**src/rtl/ctech_lib_clk_div_monitor.sv**
```systemverilog
// Divided-clock monitor: synchronizes clkdiv, checks edge spacing against DIV, tracks lock.
// Define CTECH_CLK_DIV_MON_ERRCNT_EN to build the saturating spacing-error counter on err_cnt.
module ctech_lib_clk_div_monitor #(
    parameter int DIV         = 2,
    parameter int LOCK_CNT    = 4,
    parameter int SYNC_STAGES = 2
) (
    input  logic       clk,
    input  logic       rst,
    input  logic       clkdiv,
    input  logic       enable,
    input  logic       err_clr,
    output logic       rise_stb,
    output logic       fall_stb,
    output logic       locked,
    output logic       err,
    output logic [7:0] err_cnt
);

    localparam int CW = $clog2(DIV) + 1;
    localparam logic [CW-1:0] HALF      = CW'(DIV / 2);
    localparam logic [CW-1:0] HALF_M1   = CW'(DIV / 2 - 1);
    localparam logic [CW-1:0] RUN_SAT   = CW'(DIV);
    localparam logic [3:0]    LOCK_LAST = 4'(LOCK_CNT - 1);

    typedef enum logic [1:0] {IDLE, ACQ, TRACK, LOCKED} state_t;

    state_t                 state;
    state_t                 state_next;
    logic [SYNC_STAGES-1:0] sync;
    logic                   hist;
    logic                   edge_det;
    logic                   edge_rise;
    logic [CW-1:0]          run_cnt;
    logic [3:0]             good_cnt;
    logic                   good;
    logic                   early;
    logic                   late;
    logic                   err_event;

    // Edge flag is registered once more so the strobe appears SYNC_STAGES+1 cycles after the transition.
    always_ff @(posedge clk or posedge rst) begin
        if (rst) begin
            sync      <= '0;
            hist      <= 1'b0;
            edge_det  <= 1'b0;
            edge_rise <= 1'b0;
        end else begin
            sync      <= {sync[SYNC_STAGES-2:0], clkdiv};
            hist      <= sync[SYNC_STAGES-1];
            edge_det  <= sync[SYNC_STAGES-1] ^ hist;
            edge_rise <= sync[SYNC_STAGES-1];
        end
    end

    always_ff @(posedge clk or posedge rst) begin
        if (rst) begin
            run_cnt <= '0;
        end else if (edge_det) begin
            run_cnt <= '0;
        end else if (run_cnt != RUN_SAT) begin
            run_cnt <= run_cnt + 1'b1;
        end
    end

    // run_cnt+1 < DIV/2 avoids a constant "< 0" compare when DIV=2.
    always_comb begin
        good      = edge_det && (run_cnt == HALF_M1);
        early     = edge_det && (CW'(run_cnt + 1'b1) < HALF);
        late      = !edge_det && (run_cnt == HALF_M1);
        err_event = enable && (state == LOCKED) && (early || late);
    end

    always_ff @(posedge clk or posedge rst) begin
        if (rst) begin
            state <= IDLE;
        end else begin
            state <= state_next;
        end
    end

    always_comb begin
        state_next = state;
        case (state)
            IDLE:    state_next = ACQ;
            ACQ:     if (edge_det) state_next = TRACK;
            TRACK: begin
                if (early || late) begin
                    state_next = ACQ;
                end else if (good && (good_cnt == LOCK_LAST)) begin
                    state_next = LOCKED;
                end
            end
            LOCKED:  if (early || late) state_next = ACQ;
            default: state_next = IDLE;
        endcase
        if (!enable) begin
            state_next = IDLE;
        end
    end

    always_comb begin
        locked   = (state == LOCKED);
        rise_stb = enable && (state != IDLE) && edge_det && edge_rise;
        fall_stb = enable && (state != IDLE) && edge_det && !edge_rise;
    end

    always_ff @(posedge clk or posedge rst) begin
        if (rst) begin
            good_cnt <= '0;
        end else if (!enable || (state == IDLE) || (state == ACQ)) begin
            good_cnt <= '0;
        end else if (state == TRACK) begin
            if (early || late) begin
                good_cnt <= '0;
            end else if (good) begin
                good_cnt <= good_cnt + 1'b1;
            end
        end
    end

    // A new error outranks a simultaneous clear.
    always_ff @(posedge clk or posedge rst) begin
        if (rst) begin
            err <= 1'b0;
        end else if (err_event) begin
            err <= 1'b1;
        end else if (err_clr) begin
            err <= 1'b0;
        end
    end

`ifdef CTECH_CLK_DIV_MON_ERRCNT_EN
    logic [7:0] err_cnt_q;

    always_ff @(posedge clk or posedge rst) begin
        if (rst) begin
            err_cnt_q <= '0;
        end else if (err_event) begin
            if (err_clr) begin
                err_cnt_q <= 8'd1;
            end else if (err_cnt_q != '1) begin
                err_cnt_q <= err_cnt_q + 1'b1;
            end
        end else if (err_clr) begin
            err_cnt_q <= '0;
        end
    end

    assign err_cnt = err_cnt_q;
`else
    assign err_cnt = '0;
`endif

endmodule

```
**config.mk**
```make
export PLATFORM = sky130hd
export DESIGN_NAME = ctech_lib_clk_div_monitor
export DESIGN_NICKNAME = d
export VERILOG_FILES = /design/src/rtl/ctech_lib_clk_div_monitor.sv
export SDC_FILE = /design/constraint.sdc
export NUM_CORES = 1
export LEC_CHECK = 0
export CORE_ASPECT_RATIO = 1.1
export CORE_MARGIN = 10
export CORE_UTILIZATION = 49
export DETAILED_ROUTE_END_ITERATION = 12
export PLACE_DENSITY_LB_ADDON = 0.3
export SETUP_SLACK_MARGIN = 0.05
export SLEW_MARGIN = 0
export SYNTH_ARGS = -nofsm -noshare
export SYNTH_HDL_FRONTEND = slang
export SYNTH_SLANG_ARGS = --single-unit
```
**constraint.sdc**
```tcl
create_clock -name clk -period 1.75 [get_ports clk]
set_input_delay 0.35 -clock clk [delete_from_list [all_inputs] [get_ports clk]]
set_output_delay 0.35 -clock clk [all_outputs]
set_load 0.005 [all_outputs]
```
# After elaboration in Yosys (flattened, before gate mapping)
# Cells that the tools add are included.
totals:
  input_bits: 5
  elab_cells: 58
  ff_bits: 13
  out_inout_bits: 12
classes:
  add_sub_neg: 2
  n_eq_ne: 8
  magnitude_cmp: 1
  bitwise: 1
  n_reduce_logical: 25
  mux: 14
op_table:
  columns: ["operator", "n"]
  rows:
  - ["$mux W4", 4]
  - ["$mux W2", 7]
  - ["$logic_and A1 B1 Y1", 10]
  - ["$pmux W2 S4", 1]
  - ["$reduce_bool A2 Y1", 4]
  - ["$add A4 B1 Y4 const B", 1]
  - ["$eq A2 B2 Y1 const B", 2]
  - ["$eq A4 B2 Y1 const B", 1]
  - ["$logic_not A2 Y1", 2]
  - ["$ne A4 B4 Y1 const B", 1]
  - ["$logic_not A1 Y1", 3]
  - ["$logic_or A1 B1 Y1", 3]
  - ["$ne A3 B2 Y1 const B", 1]
  - ["$ne A3 B3 Y1 const B", 1]
  - ["$reduce_and A3 Y1", 1]
  - ["$reduce_bool A3 Y1", 1]
  - ["$add A2 B1 Y2 const B", 1]
  - ["$eq A2 B1 Y1 const B", 1]
  - ["$lt A2 B1 Y1 const B", 1]
  - ["$mux W1", 2]
  - ["$ne A2 B2 Y1 const B", 1]
  - ["$reduce_and A2 Y1", 1]
  - ["$xor A1 B1 Y1", 1]

# Logic depth before layout (Yosys ltp)
# Gate-level depths: netlist of the first run.
logic_depth:
  word_depth: 7
  depth_mapped: 6
  depth_no_buf: 6

# Worst setup path after synthesis of the first run
# No wires, ideal clock.
synth_timing:
  path_type: "register to register"
  from: "register run_cnt[0]"
  to: "register state[0]"
  stages_incl_launch_ff: 7
  setup_slack_ns: 0.138
  required_time_ns: 1.646
  arrival_ns: 1.508
  period_less_slack_ns: 1.612
  n_path_buf: 0
  setup_time_ns: 0.104
  path_cell_list: "dfrtp_1 > inv_1 > ha_1 > nand3_2 > o311ai_2 > o211ai_1 > a221oi_1"
synth_via:
  elab_chain_len: 7
  word_cells_on_any_way: 14
  classes_between: "1 x add/sub; 1 x order compare; 2 x eq/ne; 3 x mux; 7 x reduce/logical"
synth_lines:
  columns: ["element", "line", "source"]
  rows:
  - ["start, declared", "34", "logic [CW-1:0] run_cnt;"]
  - ["start signal, assigned", "62", "run_cnt <= run_cnt + 1'b1;"]
  - ["$add A2 B1 Y2", "69", "early = edge_det && (CW'(run_cnt + 1'b1) < HALF);"]
  - ["$lt A2 B1 Y1", "69", null]
  - ["$logic_and A1 B1 Y1", "69", null]
  - ["$logic_or A1 B1 Y1", "88, 94", null]
  - ["$mux W2", "88", "if (early || late) begin"]
  - ["$pmux W2 S4", "84", "case (state)"]
  - ["$mux W2", "97", "if (!enable) begin"]
  - ["end signal, assigned", "78", "state <= state_next;"]
  - ["end, declared", "28", "state_t state;"]
# Parallel ways exist; a longest one is shown, timed or not.
# A chain may end at the register's enable or synchronous reset.

# Final worst setup path of the first run
layout_timing:
  from: "register state[1]"
  to: "output port rise_stb"
layout_via:
  elab_chain_len: 4
layout_lines:
  columns: ["element", "line", "source"]
  rows:
  - ["$reduce_bool A2 Y1", "104", "rise_stb = enable && (state != IDLE) && edge_det && edge_rise;"]
  - ["$logic_and A1 B1 Y1 (3 in series)", "104", null]
  - ["end, declared", "13", "output logic rise_stb,"]
# No other way between the ends.

==> impl_metrics.py, run 1 <==
metrics = {
    "run_status": {
        "status": "finished, final reports clean",
    },
    "place": {
        "hpwl_mm": 1.35,
        "place_congestion": 0.874,
        "numPortBuffers": 8,
    },
    "sta": {
        "period_needed_ps": 1670,
        "finalSetupViolations": 0,
        "fmax_mhz": 598,
        "hold-worst-slack_ps": 373,
        "rsz0062_at_grt": "yes",
        "finalMaxSlewViolations": 0,
        "hold_viol_final": 0,
        "fin_crit_sh_pct": 95.6,
        "clock-skew-final_ps": 2.32,
        "tns_ps": 0,
    },
    "min_path": {
        "hold_depth": 0,
        "whs_endpoint": "sync[1]",
        "hold_start": "sync[0]",
        "hold_class": "reg2reg",
    },
    "finish": {
        "multi_input_area_sq_um": 542,
        "area_growth_pct": 35.9,
        "insertedDiodeCount": 0,
        "utilization_pct": 72.2,
        "drive_gt1_share_pct": 32.7,
        "n_fill_cell": 108,
        "nets": 129,
        "seq_area_sq_um": 327,
    },
    "setup_path": {
        "timing.setup.critical_path_class": "reg2out",
        "worst-path-max-fanout": 2,
        "cp.arrival_ps": 1320,
        "r2r_slack_ps": 110,
        "endpoint_kind": "output port",
        "reg2reg_from": "run_cnt[0]",
        "required_ps": 1400,
        "rr_worst_depth": 6,
        "startpoint_type": "flip-flop",
        "regToRegEndpoint": "state[0]",
    },
    "global_route": {
        "first_global_vias": 694,
        "grt_pass1_wl_mm": 3.01,
        "gr-total-overflow": 0,
        "track_usage_pct": 10.2,
        "antenna_found_initial": 0,
        "grt_start_max_net_pins": 14,
    },
    "yosys": {
        "synth_seq_cells": 13,
        "synth_cells": 87,
        "ys_types": 27,
        "syn-cell-area_sq_um": 847,
        "yosysSeqAreaShare_pct": 38.4,
        "avgSynthCellArea_sq_um": 9.74,
        "ys_warn_count": 0,
    },
    "floorplanning": {
        "dieArea_sq_um": 3790,
        "die_x_microns": 59.6,
        "start_util_pct": 53.1,
        "coreArea_sq_um": 1600,
        "ios": 17,
        "rows": 15,
        "die_y_microns": 63.6,
    },
    "routing": {
        "route.detailed.drc": 0,
        "viasPerCell": 5.24,
        "vias": 681,
        "dr.pass1.iters": 4,
        "wire_per_inst_microns": 14.6,
        "drt_wl_total_mm": 1.90,
        "ant_nets": 0,
        "drt-initial-drc-count": 6,
    },
    "clocking": {
        "cts_root_buffer": "clkbuf_4",
        "cts_tree": "yes",
        "clock_latency_ps": 280,
        "cts_buffer_depth": 2,
        "h-tree-depth": 1,
        "postCtsHoldBufs": 0,
        "cts_buffers": 3,
        "clk_pin_slew_ps": 80,
        "cts.sinks": 13,
    },
    "power": {
        "finalPower_mw": 1.12,
        "irDropWorstVdd_mv": 0.853,
        "p_leak_nw": 0.549,
        "p_per_area_nw_per_um2": 974,
    },
    "flow_run": {
        "drv_cap": 0,
    },
}
-- cell type report --
cell class                 instances  area share (%)
clock buffer                       4            2.28
inverter                           9            2.93
multi-input combinational         63            47.1
sequential                        13            28.4
tap                               17            1.85
timing repair buffer              24            17.5
-- worst max path at each step --
| stage | start | slack, ps | end | cells past startpoint |
|---|---|---|---|---|
| floorplan | run_cnt[0] | 140 | state[0] | 6 |
| global placement | enable | -320 | rise_stb | 5 |
| detailed placement | enable | -330 | fall_stb | 6 |
| CTS | enable | 20 | fall_stb | 7 |
| global route | state[1] | -1 | fall_stb | 7 |
| finish | state[1] | 80 | rise_stb | 5 |
-- critical path, stage by stage (launching register included) --
cell and delay [ps]:
dfrtp_1 370, inv_2 60, ha_4 160, nor2_4 90
and3_1 160, clkdlybuf4s15_2 200
-- state kept, by name, summed over array words and instances (netlist names) --
register and count:
good_cnt 4, edge_det 1, run_cnt 2, err 1, state 2, sync 2
edge_rise 1
-- layout by cell type, fill, tap and decap left out, drive strengths merged, types with 5 or more instances in the layout --
cell type	count
nor2	9
conb	8
mux2i	5
buf	17
ha	10
inv	9
dfrtp	13
-- cells by family (layout without fill, tap and decap cells) --
logic type / count (synthesis) / after routing / share of synthesized area (%)
muxes: 5 / 5 / 5.91
buffers and inverters: 18 / 37 / 11.7
other: 1 / 8 / 0.443
DFF: 13 / 13 / 38.4
adders and majority gates: 10 / 10 / 14.8
AOI/OAI and AO/OA: 13 / 13 / 11.7
and+or+nand+nor: 25 / 25 / 15.1
xor gates and xnor gates: 2 / 2 / 2.07
-- report_power, final --
part | switching, mW | total [mW] | internal (mW)
clock network | 0.103 | 0.192 | 0.0886
logic | 0.279 | 0.562 | 0.284
registers | 0.0334 | 0.367 | 0.333
total | 0.415 | 1.12 | 0.706
-- through the flow --
stage	std cells	cell area, sq um	setup slack (ps)
floorplan	94	873	138
global placement	118	970	-321
CTS	124	1040	23.4
detailed placement	118	970	-334
global route	130	1150	-1.20
finish	130	1150	77.4
-- cell usage after synthesis --
cell type  number  share of area [%]
and2_1          2                1.5
a21bo_2         1                1.2
nand2b_1        3                2.2
o22ai_1         1               0.74
nand4b_1        1                1.0
a32oi_1         1                1.0
o221ai_1        1                1.0
xor2_1          2                2.1
ha_1           10                 15
nor2_1          9                4.0
nand3_1         3                1.8
mux2i_1         5                5.9
o21ai_0         1               0.59
o211ai_1        1               0.89
dfrtp_1        13                 38
and3_1          1               0.74
nor3b_1         1               0.89
buf_2           1               0.59
buf_4           8                7.1
o311ai_2        1                1.9
nand2_1         4                1.8
a21o_1          1               0.89
inv_1           9                4.0
nand3_2         1                1.2
conb_1          1               0.44
a21oi_1         4                2.4
a221oi_1        1                1.0
-- repair_timing --
item,CTS,global route
pin swaps,3,6
buffers inserted,2,6
setup endpoints to repair,6,6
gates resized for setup,16,14
-- metal layers --
layer  global-route usage (%)  part of all wire (%)  vias to the layer above
met4                     6.74                   2.4                        0
met5                        0                     0                        -
li1                         -                     -                      332
met2                     17.7                    54                       13
met1                     9.93                    39                      332
met3                     3.01                   4.9                        4
Power figures use the tool's default switching activity.
==> inputs of run 2 (changes only) <==
--- a/config.mk
+++ b/config.mk
@@ -11,7 +11,7 @@
 export DETAILED_ROUTE_END_ITERATION = 12
 export PLACE_DENSITY_LB_ADDON = 0.3
 export SETUP_SLACK_MARGIN = 0.05
-export SLEW_MARGIN = 0
+export SLEW_MARGIN = 20
 export SYNTH_ARGS = -nofsm -noshare
 export SYNTH_HDL_FRONTEND = slang
 export SYNTH_SLANG_ARGS = --single-unit
==> results of run 2 <==
Final layout, timing and power as in run 1 (identical DEF).
==> inputs of run 3 (changes only) <==
--- a/config.mk
+++ b/config.mk
@@ -6,7 +6,7 @@
 export NUM_CORES = 1
 export LEC_CHECK = 0
 export CORE_ASPECT_RATIO = 1.1
-export CORE_MARGIN = 10
+export CORE_MARGIN = 1.5
 export CORE_UTILIZATION = 49
 export DETAILED_ROUTE_END_ITERATION = 12
 export PLACE_DENSITY_LB_ADDON = 0.3
==> run 3 against run 2 <==
Compared with the run above: critical path depth is 2 higher; cell area is 4.0% lower; register-to-register slack hardly changed; core utilization is 2.9 points lower; clock power is 2% lower; setup slack better by 21 ps; highest routed layer unchanged.
==> impl_metrics.py, run 3 (synthesized netlist as in run 1, its figures left out) <==
metrics = {
    "setup_path": {
        "timing.setup.critical_path_class": "reg2reg",
        "max_stage_delay_ps": 420,
        "rr_worst_depth": 7,
        "cp.arrival_ps": 1820,
        "cp_slowest_cell": "dfrtp_1",
        "required_ps": 1910,
        "endpoint_kind": "flip-flop",
        "worst-path-max-fanout": 4,
        "crit_chain": "inv_1, ha_2, nand3_2, o311ai_4, o211ai_1, buf_4, mux2i_1",
        "startpoint_type": "flip-flop",
    },
    "global_route": {
        "track_usage_pct": 18.8,
        "antenna_found_initial": 0,
        "gr-total-overflow": 0,
        "grt_start_max_net_pins": 14,
        "grt_pass1_wl_mm": 2.60,
        "first_global_vias": 591,
    },
    "run_status": {
        "status": "finished, final reports clean",
    },
    "power": {
        "p_per_area_nw_per_um2": 945,
        "irDropWorstVdd_mv": 0.689,
        "p_leak_nw": 0.529,
        "finalPower_mw": 1.04,
    },
    "floorplanning": {
        "die_x_microns": 42.6,
        "dieArea_sq_um": 1990,
        "start_util_pct": 53.1,
        "rows": 15,
        "coreArea_sq_um": 1600,
        "ios": 17,
        "die_y_microns": 46.6,
    },
    "clocking": {
        "cts_buffers": 3,
        "clock_latency_ps": 280,
        "cts_tree": "yes",
        "postCtsHoldBufs": 0,
        "cts_buffer_depth": 2,
        "h-tree-depth": 1,
        "cts_root_buffer": "clkbuf_4",
        "cts.sinks": 13,
        "clk_pin_slew_ps": 80,
    },
    "sta": {
        "clock-skew-final_ps": 5.92,
        "period_needed_ps": 1650,
        "finalSetupViolations": 0,
        "finalMaxSlewViolations": 0,
        "rsz0062_at_grt": "yes",
        "fin_crit_sh_pct": 94.4,
        "hold_viol_final": 0,
        "fmax_mhz": 606,
    },
    "finish": {
        "n_fill_cell": 126,
        "largest_reg_flops": 4,
        "area_growth_pct": 30.4,
        "nets": 126,
        "insertedDiodeCount": 0,
        "top_register": "good_cnt",
        "drive_gt1_share_pct": 30.9,
        "mostFrequentLayoutCells": "dfrtp_1 (13), buf_4 (13), nor2_1 (8), conb_1 (8), inv_1 (6)",
        "stdcell_count": 127,
    },
    "place": {
        "hpwl_mm": 1.20,
        "placedCellCount": 120,
        "numPortBuffers": 8,
        "place_congestion": 0.795,
    },
    "routing": {
        "viasPerCell": 5.12,
        "wire_per_inst_microns": 13.2,
        "drt-initial-drc-count": 7,
        "drt_wl_total_mm": 1.68,
        "dr.pass1.iters": 4,
        "ant_nets": 0,
        "route.detailed.drc": 0,
        "vias": 650,
    },
    "min_path": {
        "hold_depth": 0,
        "hold_class": "reg2reg",
    },
    "flow_run": {
        "drv_cap": 0,
    },
}
run 3: cell count changes in the layout (fill, tap and decap cells not counted), sizes merged:
cell | previous run | this run
clkbuf | 4 | 5
buf | 17 | 14
clkdlybuf4s15 | 1 | 0
run 3: routing by layer:
metal	vias to the layer above	global-route usage, %	wire [microns]
li1	323	-	-
met1	311	21.5	655
met2	11	32.1	936
met3	5	4.71	44
met4	0	11.3	39
met5	-	0	0
run 3: path summary, 6_finish.rpt:
kind | from | endpoint | slack, ps
max | run_cnt[1] | state[1] | 100
min | sync[0] | sync[1] | 360
max reg2reg | run_cnt[1] | state[1] | 100
min reg2reg | sync[0] | sync[1] | 360
max in group asynchronous | rst | state[1] | 1040
min in group asynchronous | rst | good_cnt[2] | 380
run 3: stage by stage:
stage	setup TNS [ps]	setup slack (ps)	util [%]	area (sq um)	hold slack [ps]
after floorplan	0	138	-	873	227
after global placement	-611	-310	61.7	985	342
after detailed placement	-630	-320	61.7	985	336
after CTS	0	43.0	65.5	1040	363
after global routing	0	8.21	69.3	1100	368
final	0	98.7	69.3	1100	359
run 3: what timing repair did:
action,in CTS,in global routing
setup buffers,1,2
setup endpoints to repair,5,7
resized for setup,14,13
pin swaps,2,5
run 3: cell type report:
class	count	area, sq um	share of cell area [%]
well taps	17	21.3	1.93
multi-input cells	63	529	47.9
clock buffers	4	26.3	2.38
repair buffers	21	169	15.3
flip-flops and latches	13	325	29.4
inverters	9	33.8	3.06
run 3: power breakdown:
group          leakage (nW)  switching [mW]  internal [mW]  total, mW
sequential            0.168          0.0292          0.333      0.362
combinational         0.346           0.250          0.243      0.494
clock                0.0150          0.0992         0.0885      0.188
run 3: critical path: cells and delay by family, from the launching register on:
kind            cells  cell delay (ps)
mux                 1              110
buf+inv             2              270
flops               1              420
simple gates        1              130
fa+ha+maj           1              190
compound gates      2              420
==> RTL edit: new RTL, config.mk and constraints of run 3 <==
Change the parameter `DIV` from 2 to 8. Comments in the files are not updated.
--- a/src/rtl/ctech_lib_clk_div_monitor.sv
+++ b/src/rtl/ctech_lib_clk_div_monitor.sv
@@ -1,7 +1,7 @@
 // Divided-clock monitor: synchronizes clkdiv, checks edge spacing against DIV, tracks lock.
 // Define CTECH_CLK_DIV_MON_ERRCNT_EN to build the saturating spacing-error counter on err_cnt.
 module ctech_lib_clk_div_monitor #(
-    parameter int DIV         = 2,
+    parameter int DIV         = 8,
     parameter int LOCK_CNT    = 4,
     parameter int SYNC_STAGES = 2
 ) (
Check against the original RTL: not equivalent (Yosys sat finds a counterexample within 10 cycles, from zero or initial values and one cycle with rst high).
==> RTL edit against run 3 <==
  * The flow now finishes with violations (setup timing)
  * Clock power is 17% higher
  * Sequential cell count is 2 higher
  * Synthesized cell count is 23% higher
  * Routed wire length is 37% higher
  * Total power is 0.51% lower
  * Setup slack worse by 0.32 ns
  * Cell area is 22% higher
  * Synthesized area is 21% higher
  * Largest power group unchanged
==> RTL edit: results <==
{
  "setup_viol": 6,
  "ys.flop_type": "dfrtp_1",
  "place_inst": 154,
  "globalplace.congestion": 0.788,
  "switchingPower_w": 0.000376,
  "path_class": "flop to flop",
  "drt_first_iter_violations": 24,
  "synth_xor_area_frac": 0.0257,
  "grt_max_degree": 16,
  "syn_to_final_growth_pct": 31.3,
  "grtUsageMet2": 0.350,
  "synthTopCellsByArea": "dfrtp_1, ha_1, buf_4",
  "synthCells": 107,
  "max_stage_delay_ns": 0.52,
  "fin_ws_ns": -0.225,
  "clock_power_share": 0.212,
  "wire_per_inst_um": 14.4,
  "grt_pass1_wl_um": 3670,
  "met3_usage": 0.0318,
  "p_leak_nw": 0.572,
  "drive_gt1_frac": 0.351,
  "synth_mux_area_frac": 0,
  "placed_cell_area_mm2": 0.00120,
  "viasPerCell": 5.43,
  "drv_slew": 0,
  "cp_slowest_cell": "or4b_4",
  "async_flop_share": 1.00,
  "power_frac_comb": 0.405,
  "critPathArrivalTime_ns": 2.16,
  "clk_latency_ns": 0.30,
  "failed_checks": "setup timing",
  "status": "finished with violations",
  "wl_met2_um": 1180,
  "grt.total_usage": 0.222,
  "synth.distinct_cells": 38,
  "whs_endpoint": "sync[1]$_DFF_PP0_",
  "io_buffers": 8,
  "num-nets-final": 144,
  "finClkSkew_ns": 0.00277,
  "synth_compound_area_frac": 0.203,
  "cp-endpoint": "state[0]$_DFFE_PP0P_",
  "dp_worst_setup_slack_ns": -0.238,
  "layout.cells.non_filler": 159,
  "grt_pass1_vias": 863,
  "r2r_end": "state[0]$_DFFE_PP0P_",
  "yosysSeqAreaShare": 0.367,
  "clk_pin_slew_worst_paths_ns": 0.10,
  "synth-adder-area-share": 0.0856,
  "grt_util_met1": 0.273,
  "finalSetupTns_ns": -0.822,
  "met3_length_um": 82,
  "synth.cells.most_frequent": "dfrtp_1, inv_1, buf_4",
  "met1_length_um": 959,
  "dp_hpwl_um": 1510
}
## RTL edit: layout make-up
class	instances	area, um2	area share
tap	28	35.0	0.0261
inverter	11	41.3	0.0307
multi-input combinational	76	669	0.498
timing repair buffer	25	196	0.146
clock buffer	4	26.3	0.0196
sequential	15	375	0.279
## RTL edit: kinds of logic (layout without fill, tap and decap cells)
group,after synthesis,in the layout
compound gates,24,24
xor+xnor,3,3
fa+ha+maj,7,7
buf+inv,23,40
flops,15,15
other cells,1,8
simple gates,34,34
## RTL edit: per-stage QoR
stage                     hold WS [ns]  total power, W
after global placement           0.347        0.000728
after detailed placement         0.343        0.000732
final                            0.370         0.00104
after global routing             0.379         0.00108
after CTS                        0.375        0.000972
after floorplan                  0.251        0.000631
## RTL edit: what timing repair did
item,CTS,global route
pin swaps,10,6
endpoints found under the setup margin,10,9
buffers inserted,1,0
resized for setup,15,18
